===== config.mk =====
export PLATFORM = sky130hd
export DESIGN_NAME = instr_fetch_unit_flat
export DESIGN_NICKNAME = d
export VERILOG_FILES = /design/src/rtl/instr_fetch_unit_if.sv /design/src/rtl/instr_fetch_unit.sv /design/src/flat_wrapper.sv
export SDC_FILE = /design/constraint.sdc
export NUM_CORES = 1
export LEC_CHECK = 0
export ABC_AREA = 1
export CORE_MARGIN = 2
export CORE_UTILIZATION = 40
export CTS_CLUSTER_DIAMETER = 40
export DETAILED_ROUTE_END_ITERATION = 8
export GPL_TIMING_DRIVEN = 0
export PLACE_DENSITY_LB_ADDON = 0.3
export SLEW_MARGIN = 20
export SYNTH_ARGS = -nofsm -noshare
export SYNTH_HDL_FRONTEND = slang
export SYNTH_SLANG_ARGS = --single-unit

===== constraint.sdc =====
create_clock -name clk -period 2 [get_ports clk]
set_input_delay 0.3 -clock clk [delete_from_list [all_inputs] [get_ports clk]]
set_output_delay 0.3 -clock clk [all_outputs]
set_load 0.02 [all_outputs]

===== src/rtl/instr_fetch_unit_if.sv =====
// Fetch-unit bus: redirect input, instruction-memory req/ack channel and decode output.
// Memory channel: once imemReq rises, imemAddr is held and imemReq stays high until imemAck; a transfer completes on imemReq && imemAck.
interface instr_fetch_unit_if;
    logic        redirectValid;
    logic [31:0] redirectTarget;
    logic        imemReq;
    logic [31:0] imemAddr;
    logic        imemAck;
    logic [31:0] imemData;
    logic        instrValid;
    logic [31:0] instrOut;
    logic [31:0] instrPC;
    logic        decodeReady;

    // Fetch unit side
    modport master (
        input  redirectValid, redirectTarget, imemAck, imemData, decodeReady,
        output imemReq, imemAddr, instrValid, instrOut, instrPC
    );

    // Memory / decode / next-PC side
    modport slave (
        output redirectValid, redirectTarget, imemAck, imemData, decodeReady,
        input  imemReq, imemAddr, instrValid, instrOut, instrPC
    );
endinterface


===== src/rtl/instr_fetch_unit.sv =====
// Owns the PC and fetches one instruction at a time from imem; squashes wrong-path
// fetches on redirect while keeping the outstanding memory request intact.
module instr_fetch_unit #(
    parameter logic [31:0] RESET_PC = 32'h0040_0000
) (
    input  logic                        clk,
    input  logic                        rst,
    instr_fetch_unit_if.master          fetch_if,
    output logic [1:0]                  dbg_state_o
);

    typedef enum logic [1:0] {
        S_IDLE  = 2'd0,
        S_FETCH = 2'd1,
        S_DRAIN = 2'd2,
        S_HOLD  = 2'd3
    } state_e;

    state_e      state_q, state_d;
    logic [31:0] pc_q, pc_d;
    logic [31:0] pend_q, pend_d;
    logic [31:0] instr_q, instr_d;
    logic [31:0] instr_pc_q, instr_pc_d;
    logic        valid_q, valid_d;
    logic [31:0] target_w;

    assign target_w = fetch_if.redirectTarget & 32'hFFFF_FFFC;

    always_ff @(posedge clk) begin
        if (rst) begin
            state_q    <= S_IDLE;
            pc_q       <= RESET_PC & 32'hFFFF_FFFC;
            pend_q     <= '0;
            instr_q    <= '0;
            instr_pc_q <= '0;
            valid_q    <= 1'b0;
        end else begin
            state_q    <= state_d;
            pc_q       <= pc_d;
            pend_q     <= pend_d;
            instr_q    <= instr_d;
            instr_pc_q <= instr_pc_d;
            valid_q    <= valid_d;
        end
    end

    always_comb begin
        state_d    = state_q;
        pc_d       = pc_q;
        pend_d     = pend_q;
        instr_d    = instr_q;
        instr_pc_d = instr_pc_q;
        valid_d    = valid_q;

        case (state_q)
            S_IDLE: begin
                if (fetch_if.redirectValid) pc_d = target_w;
                state_d = S_FETCH;
            end
            S_FETCH: begin
                if (fetch_if.imemAck) begin
                    if (fetch_if.redirectValid) begin
                        pc_d = target_w;
                    end else begin
                        instr_d    = fetch_if.imemData;
                        instr_pc_d = pc_q;
                        pc_d       = pc_q + 32'd4;
                        valid_d    = 1'b1;
                        state_d    = S_HOLD;
                    end
                end else if (fetch_if.redirectValid) begin
                    // Request must complete at the old address; remember where to go next.
                    pend_d  = target_w;
                    state_d = S_DRAIN;
                end
            end
            S_DRAIN: begin
                if (fetch_if.redirectValid) pend_d = target_w;
                if (fetch_if.imemAck) begin
                    pc_d    = fetch_if.redirectValid ? target_w : pend_q;
                    state_d = S_FETCH;
                end
            end
            S_HOLD: begin
                if (fetch_if.redirectValid) begin
                    pc_d    = target_w;
                    valid_d = 1'b0;
                    state_d = S_FETCH;
                end else if (fetch_if.decodeReady) begin
                    valid_d = 1'b0;
                    state_d = S_FETCH;
                end
            end
            default: state_d = S_IDLE;
        endcase
    end

    assign fetch_if.imemReq    = (state_q == S_FETCH) || (state_q == S_DRAIN);
    assign fetch_if.imemAddr   = pc_q;
    assign fetch_if.instrValid = valid_q;
    assign fetch_if.instrOut   = instr_q;
    assign fetch_if.instrPC    = instr_pc_q;
    assign dbg_state_o         = state_q;

endmodule


===== src/flat_wrapper.sv =====
// flat-port wrapper written by rule: the top's interface ports become plain ports
module instr_fetch_unit_flat 
#(
    parameter logic [31:0] RESET_PC = 32'h0040_0000
)
  (clk, rst, dbg_state_o, fetch_if_redirectValid, fetch_if_redirectTarget, fetch_if_imemAck, fetch_if_imemData, fetch_if_decodeReady, fetch_if_imemReq, fetch_if_imemAddr, fetch_if_instrValid, fetch_if_instrOut, fetch_if_instrPC);
  instr_fetch_unit_if fetch_if_i ();
  input  logic clk;
  input  logic rst;
  output logic [1:0] dbg_state_o;
  input wire logic [$bits(fetch_if_i.redirectValid)-1:0] fetch_if_redirectValid;
  input wire logic [$bits(fetch_if_i.redirectTarget)-1:0] fetch_if_redirectTarget;
  input wire logic [$bits(fetch_if_i.imemAck)-1:0] fetch_if_imemAck;
  input wire logic [$bits(fetch_if_i.imemData)-1:0] fetch_if_imemData;
  input wire logic [$bits(fetch_if_i.decodeReady)-1:0] fetch_if_decodeReady;
  output wire logic [$bits(fetch_if_i.imemReq)-1:0] fetch_if_imemReq;
  output wire logic [$bits(fetch_if_i.imemAddr)-1:0] fetch_if_imemAddr;
  output wire logic [$bits(fetch_if_i.instrValid)-1:0] fetch_if_instrValid;
  output wire logic [$bits(fetch_if_i.instrOut)-1:0] fetch_if_instrOut;
  output wire logic [$bits(fetch_if_i.instrPC)-1:0] fetch_if_instrPC;
  assign fetch_if_i.redirectValid = fetch_if_redirectValid;
  assign fetch_if_i.redirectTarget = fetch_if_redirectTarget;
  assign fetch_if_i.imemAck = fetch_if_imemAck;
  assign fetch_if_i.imemData = fetch_if_imemData;
  assign fetch_if_i.decodeReady = fetch_if_decodeReady;
  assign fetch_if_imemReq = fetch_if_i.imemReq;
  assign fetch_if_imemAddr = fetch_if_i.imemAddr;
  assign fetch_if_instrValid = fetch_if_i.instrValid;
  assign fetch_if_instrOut = fetch_if_i.instrOut;
  assign fetch_if_instrPC = fetch_if_i.instrPC;
  instr_fetch_unit #(.RESET_PC(RESET_PC)) u_core (.clk(clk), .rst(rst), .fetch_if(fetch_if_i), .dbg_state_o(dbg_state_o));
endmodule

=== After elaboration in Yosys (flattened, before gate mapping) ===
Index checks and enable logic that the tools add are counted.

* Output and inout bits: 100
* Input port bits: 69
* Register bits: 131
* Word-level logic and storage cells: 49

* Mux-type cells: 20
* $add $sub $neg: 1
* Equality and inequality tests: 11
* Bitwise operators: 1
* Reduce and logical (&&, ||, !) cells: 10

{| class="wikitable"
|+ Operator list
! operator !! count
|-
| 32-bit two-way mux || 6
|-
| 32-bit one-hot mux with 3 select lines || 1
|-
| 32-bit one-hot mux with 2 select lines || 1
|-
| 32-bit by 3-bit adder with 32-bit output (second input constant) || 1
|-
| 2-bit two-way mux || 6
|-
| 3-bit != test (second input constant) || 3
|-
| 2-bit != test (second input constant) || 4
|-
| 2-bit one-hot mux with 4 select lines || 1
|-
| 4-bit AND reduction || 2
|-
| 3-bit AND reduction || 2
|-
| 2-bit equality test (second input constant) || 2
|-
| 1-bit two-way mux || 4
|-
| 2-bit nonzero test || 2
|-
| 2-bit by 1-bit equality test with 1-bit output (second input constant) || 1
|-
| 2-bit zero test || 1
|-
| 2-bit by 1-bit != test with 1-bit output (second input constant) || 1
|-
| 1-bit one-hot mux with 2 select lines || 1
|-
| 2-bit AND reduction || 1
|-
| 2-bit OR reduction || 1
|-
| 1-bit logical OR || 1
|-
| 1-bit inverter || 1
|}

=== Logic depth before layout (Yosys ltp) ===
* Depth in word-level cells: 4
* Gate-level depth with buffers: 11
* Mapped depth without buffers: 11

=== Least setup slack after synthesis ===
Ideal clock, no wire load.

* Path kind: reg-to-reg
* Start: reg u_core.state_q[0], in the netlist u_core.dbg_state_o[0]
* End: reg u_core.pc_q[28], in the netlist u_core.fetch_if.imemAddr[28]
* Path buffers: 1
* Arrival time: 1573 ps
* Cell stages (with the launch flop): 8
* Slack: 303 ps
* Clock period less this slack: 1697 ps
* Required time: 1876 ps
* Cell sequence: dfxtp_1 inv_1 ha_1 nand2_1 nand2_1 buf_2 a221oi_1 a21oi_1

* Word-level cells in the longest chain between the ends: 4

{| class="wikitable"
|+ Ends and longest elaborated chain
! what !! line !! RTL
|-
| from (decl) || instr_fetch_unit.sv:19 || <nowiki>state_e state_q, state_d;</nowiki>
|-
| from (signal assigned) || instr_fetch_unit.sv:38 || <nowiki>state_q <= state_d;</nowiki>
|-
| 2-bit equality test / 2-bit zero test (equally long branches) || instr_fetch_unit.sv:55 || <nowiki>case (state_q)</nowiki>
|-
| 2-bit OR reduction (no source line) || -- ||
|-
| 2-bit by 1-bit != test with 1-bit output (no source line) || -- ||
|-
| 3-bit AND reduction (no source line) || -- ||
|-
| to (signal assigned) || instr_fetch_unit.sv:32 || <nowiki>pc_q <= RESET_PC & 32'hFFFF_FFFC;</nowiki>
|-
| to (signal assigned) || instr_fetch_unit.sv:39 || <nowiki>pc_q <= pc_d;</nowiki>
|-
| to (decl) || instr_fetch_unit.sv:20 || <nowiki>logic [31:0] pc_q, pc_d;</nowiki>
|}

Several ways; a longest one is shown, not always the timed one.
A chain may end at the register's enable or synchronous reset.

=== Worst setup path in the final report ===
* Start: reg u_core.state_q[0], in the netlist u_core.dbg_state_o[0]
* End: reg u_core.pc_q[15], in the netlist u_core.fetch_if.imemAddr[15]

Same word-level chain as after synthesis.

==> results.sh <==
export IMPL_drt_first_pass_iters=5
export IMPL_gr_max_usage_layer="met2"
export IMPL_synth_cell_area_um2=6350
export IMPL_place_area_um2=8260
export IMPL_cts_buffers=17
export IMPL_fin_area_um2=8940
export IMPL_skew_ns=0.00653
export IMPL_worstMarginPinSlew_ns=0.717
export IMPL_drive_above_1_share=0.0987
export IMPL_r2r_slack_ns=0.07
export IMPL_slew_viol_final=0
export IMPL_synth_seq_cells=131
export IMPL_grt_util_all_layers=0.250
export IMPL_grt_overflow_total=0
export IMPL_cts_num_sinks=131
export IMPL_syn_nets=986
export IMPL_slew_limit_headroom=0.522
export IMPL_route_final_wire_length_um=21300
export IMPL_die_area_um2=16900
export IMPL_vias=7089
export IMPL_syn_to_final_growth_pct=40.8
export IMPL_cp_endpoint="u_core.fetch_if.imemAddr[15]"
export IMPL_clock_fmax_mhz=517
export IMPL_nFillCells=1472
export IMPL_grt_pass1_vias=6341
export IMPL_cp_required_ns=2.30
export IMPL_startpoint_type="register"
export IMPL_port_buffers=164
export IMPL_path_max_fanout=10
export IMPL_start_util=0.404
export IMPL_ctsHoldBuffers=0
export IMPL_cp_depth=7
export IMPL_outcome="finished clean"
export IMPL_crit_slowest_cell="dfxtp_1"
export IMPL_period_needed_ns=1.93
export IMPL_grt_pass1_wl_um=32600
export IMPL_rows=46
export IMPL_vias_per_cell=5.33
export IMPL_ctsLongestPathBuffers=2
export IMPL_syn_instance_count=913
export IMPL_ir_worst_vdd_mv=0.751
export IMPL_root_buffer="clkbuf_16"
export IMPL_power_leakage_uw=0.00333
export IMPL_io_pins=169
export IMPL_async_reset_ff_frac=0
export IMPL_cp_startpoint="u_core.dbg_state_o[0]"
export IMPL_wl_per_cell_um=16.0
export IMPL_synth_top_area_share=0.413
export IMPL_slowest_delay_ns=0.38
export IMPL_r2r_cells=7
export IMPL_final_nets=1174
export IMPL_ys_types=36
export IMPL_diodes=0
export IMPL_cp_data_arrival_time_ns=2.23
export IMPL_gp_congestion=0.901
export IMPL_grtUsageMet2=0.403
export IMPL_fp_dieH_um=130
export IMPL_fin_util=0.569
export IMPL_avgSynthCellArea_um2=6.95
export IMPL_yosysSeqAreaShare=0.413
export IMPL_setup_viol=0
export IMPL_synth_edf_count=0
export IMPL_cp_common_cell="nand2_1"
export IMPL_path_buf_inv=2
export IMPL_worstPathCellList="inv_1 -> ha_1 -> nand2_1 -> nand2_1 -> buf_2 -> a211oi_1 -> a21oi_1"
export IMPL_powerDensity_nw_per_um2=1010
export IMPL_clk_latency_ns=0.42
export IMPL_drv_cap=0
export IMPL_met3_usage=0.0590
export IMPL_drc=0
export IMPL_yosys_area_top_type="dfxtp_1"
export IMPL_endpoint_kind="register"
export IMPL_synthTopCellsByArea="dfxtp_1 41%, nand2_1 14%, a21oi_1 8.7%, nand3_1 6.9%, o21ai_0 6.5%"
export IMPL_core_area_um2=15700
export IMPL_ys_flop_type="dfxtp_1"
export IMPL_grt_antenna_before_repair=0
export IMPL_yosys_warnings=0
export IMPL_grt_max_degree=17
export IMPL_clk_pin_slew_ns=0.06
export IMPL_grtUsageMet1=0.318
export IMPL_path_delay_family="compound AO/OA/AOI/OAI gates"
export IMPL_r2r_start="u_core.dbg_state_o[0]"
export IMPL_cts_max_level=4
export IMPL_hold_path_class="in -> reg"
export IMPL_ant_nets=0
export IMPL_dr_first_iter_drc_count=744
export IMPL_r2r_end="u_core.fetch_if.imemAddr[15]"
export IMPL_die_x_um=130
export IMPL_hpwl_um=15300
export IMPL_post_route_period_util=0.966
export IMPL_cts_tree="built"
export IMPL_path_class="reg -> reg"
export IMPL_hold_violations=0
cells by family after synthesis:
| kind of cell | count (synthesis) | synth area share |
|---|---|---|
| flip-flops | 131 | 0.413 |
| AO/OA/AOI/OAI | 248 | 0.212 |
| buffers and inverters | 118 | 0.0806 |
| XOR/XNOR | 4 | 0.00552 |
| adder cells (fa/ha/maj) | 4 | 0.00788 |
| AND/OR/NAND/NOR | 408 | 0.281 |
cell type report:
type | instances | area (um^2) | area share
multi-input combinational | 664 | 3280 | 0.367
timing repair buffer | 169 | 1670 | 0.187
sequential | 131 | 2620 | 0.293
inverter | 59 | 221 | 0.0248
tap | 216 | 270 | 0.0302
clock inverter | 10 | 80.1 | 0.00895
clock buffer | 22 | 494 | 0.0553
buffer | 59 | 297 | 0.0332
power breakdown:
group | switching [uW] | total [uW] | internal [uW]
sequential | 384 | 3330 | 2950
combinational | 1610 | 2660 | 1050
clock | 1150 | 3010 | 1860
total | 3150 | 9000 | 5850
stage by stage:
step / setup slack, ns / TNS [ns] / total power, uW / hold slack, ns / instances
2_1_floorplan: 0.303 / 0 / 4770 / 0.417 / 913
3_3_place_gp: -0.227 / -11.10 / 5870 / 0.430 / 1293
3_5_place_dp: -0.250 / -14.17 / 5900 / 0.437 / 1293
4_1_cts: 0.00109 / 0 / 8900 / 0.239 / 1325
5_1_grt: -0.00664 / -0.00664 / 9410 / 0.258 / 1330
6_report: 0.0672 / 0 / 9000 / 0.251 / 1330
synth_stat cells (6+ instances only):
| master | instances |
|---|---|
| buf_4 | 12 |
| dfxtp_1 | 131 |
| inv_1 | 53 |
| clkbuf_1 | 26 |
| nor2_1 | 49 |
| nor2_2 | 7 |
| inv_2 | 6 |
| nand2_1 | 239 |
| o21ai_0 | 83 |
| nand3_1 | 87 |
| a211oi_1 | 11 |
| buf_2 | 19 |
| a21oi_1 | 110 |
| a31oi_1 | 28 |
cells in the final DEF, fill, tap and decap left out, drive strengths merged, types with 2 or more instances in the layout:
| cell | instances |
|---|---|
| a21oi | 110 |
| nand2 | 243 |
| xor2 | 2 |
| o21ai | 87 |
| inv | 59 |
| clkinvlp | 2 |
| a31oi | 28 |
| clkbuf | 49 |
| nand4 | 4 |
| a221oi | 5 |
| clkdlybuf4s50 | 163 |
| o22ai | 2 |
| xnor2 | 2 |
| a211oi | 11 |
| nor2 | 61 |
| nor3 | 4 |
| nand3 | 92 |
| and2 | 2 |
| ha | 4 |
| clkinv | 7 |
| buf | 38 |
| dfxtp | 131 |
how the worst min path moves through the flow:
stage / endpoint / cells past startpoint / slack, ns / startpoint
2_1_floorplan: u_core.pend_q[1] / 2 / 0.42 / u_core.pend_q[1]
3_3_place_gp: u_core.pend_q[1] / 2 / 0.43 / u_core.pend_q[1]
3_5_place_dp: u_core.pend_q[1] / 2 / 0.44 / u_core.pend_q[1]
4_1_cts: u_core.pend_q[27] / 3 / 0.24 / fetch_if_redirectValid
5_1_grt: u_core.pend_q[27] / 3 / 0.26 / fetch_if_redirectValid
6_report: u_core.pend_q[27] / 3 / 0.25 / fetch_if_redirectValid
what timing repair did:
action / 4_1_cts / 5_1_grt
resized for setup: 4 / 17
pin swaps: 0 / 2
buffers inserted: 0 / 5
endpoints found under the setup margin: 7 / 106
worst min-delay path, delay by kind of cell:
kind	cells	cell delay [ns]
buf+inv	1	0.16
compound gates	1	0.07
simple gates	1	0.09
registers in the layout, summed over array words and instances, names as in the netlist:
name                        cells
u_core.pend_q                  32
u_core.fetch_if.instrValid      1
u_core.fetch_if.instrOut       32
u_core.dbg_state_o              2
u_core.fetch_if.imemAddr       32
u_core.fetch_if.instrPC        32
metal layers:
metal  vias to the layer above  wire [um]
met4                         0        786
met2                       314      10000
met3                        55       1650
li1                       3449          -
met5                         -          0
met1                      3271       8840
No activity file was read; power rests on OpenSTA's default activity.
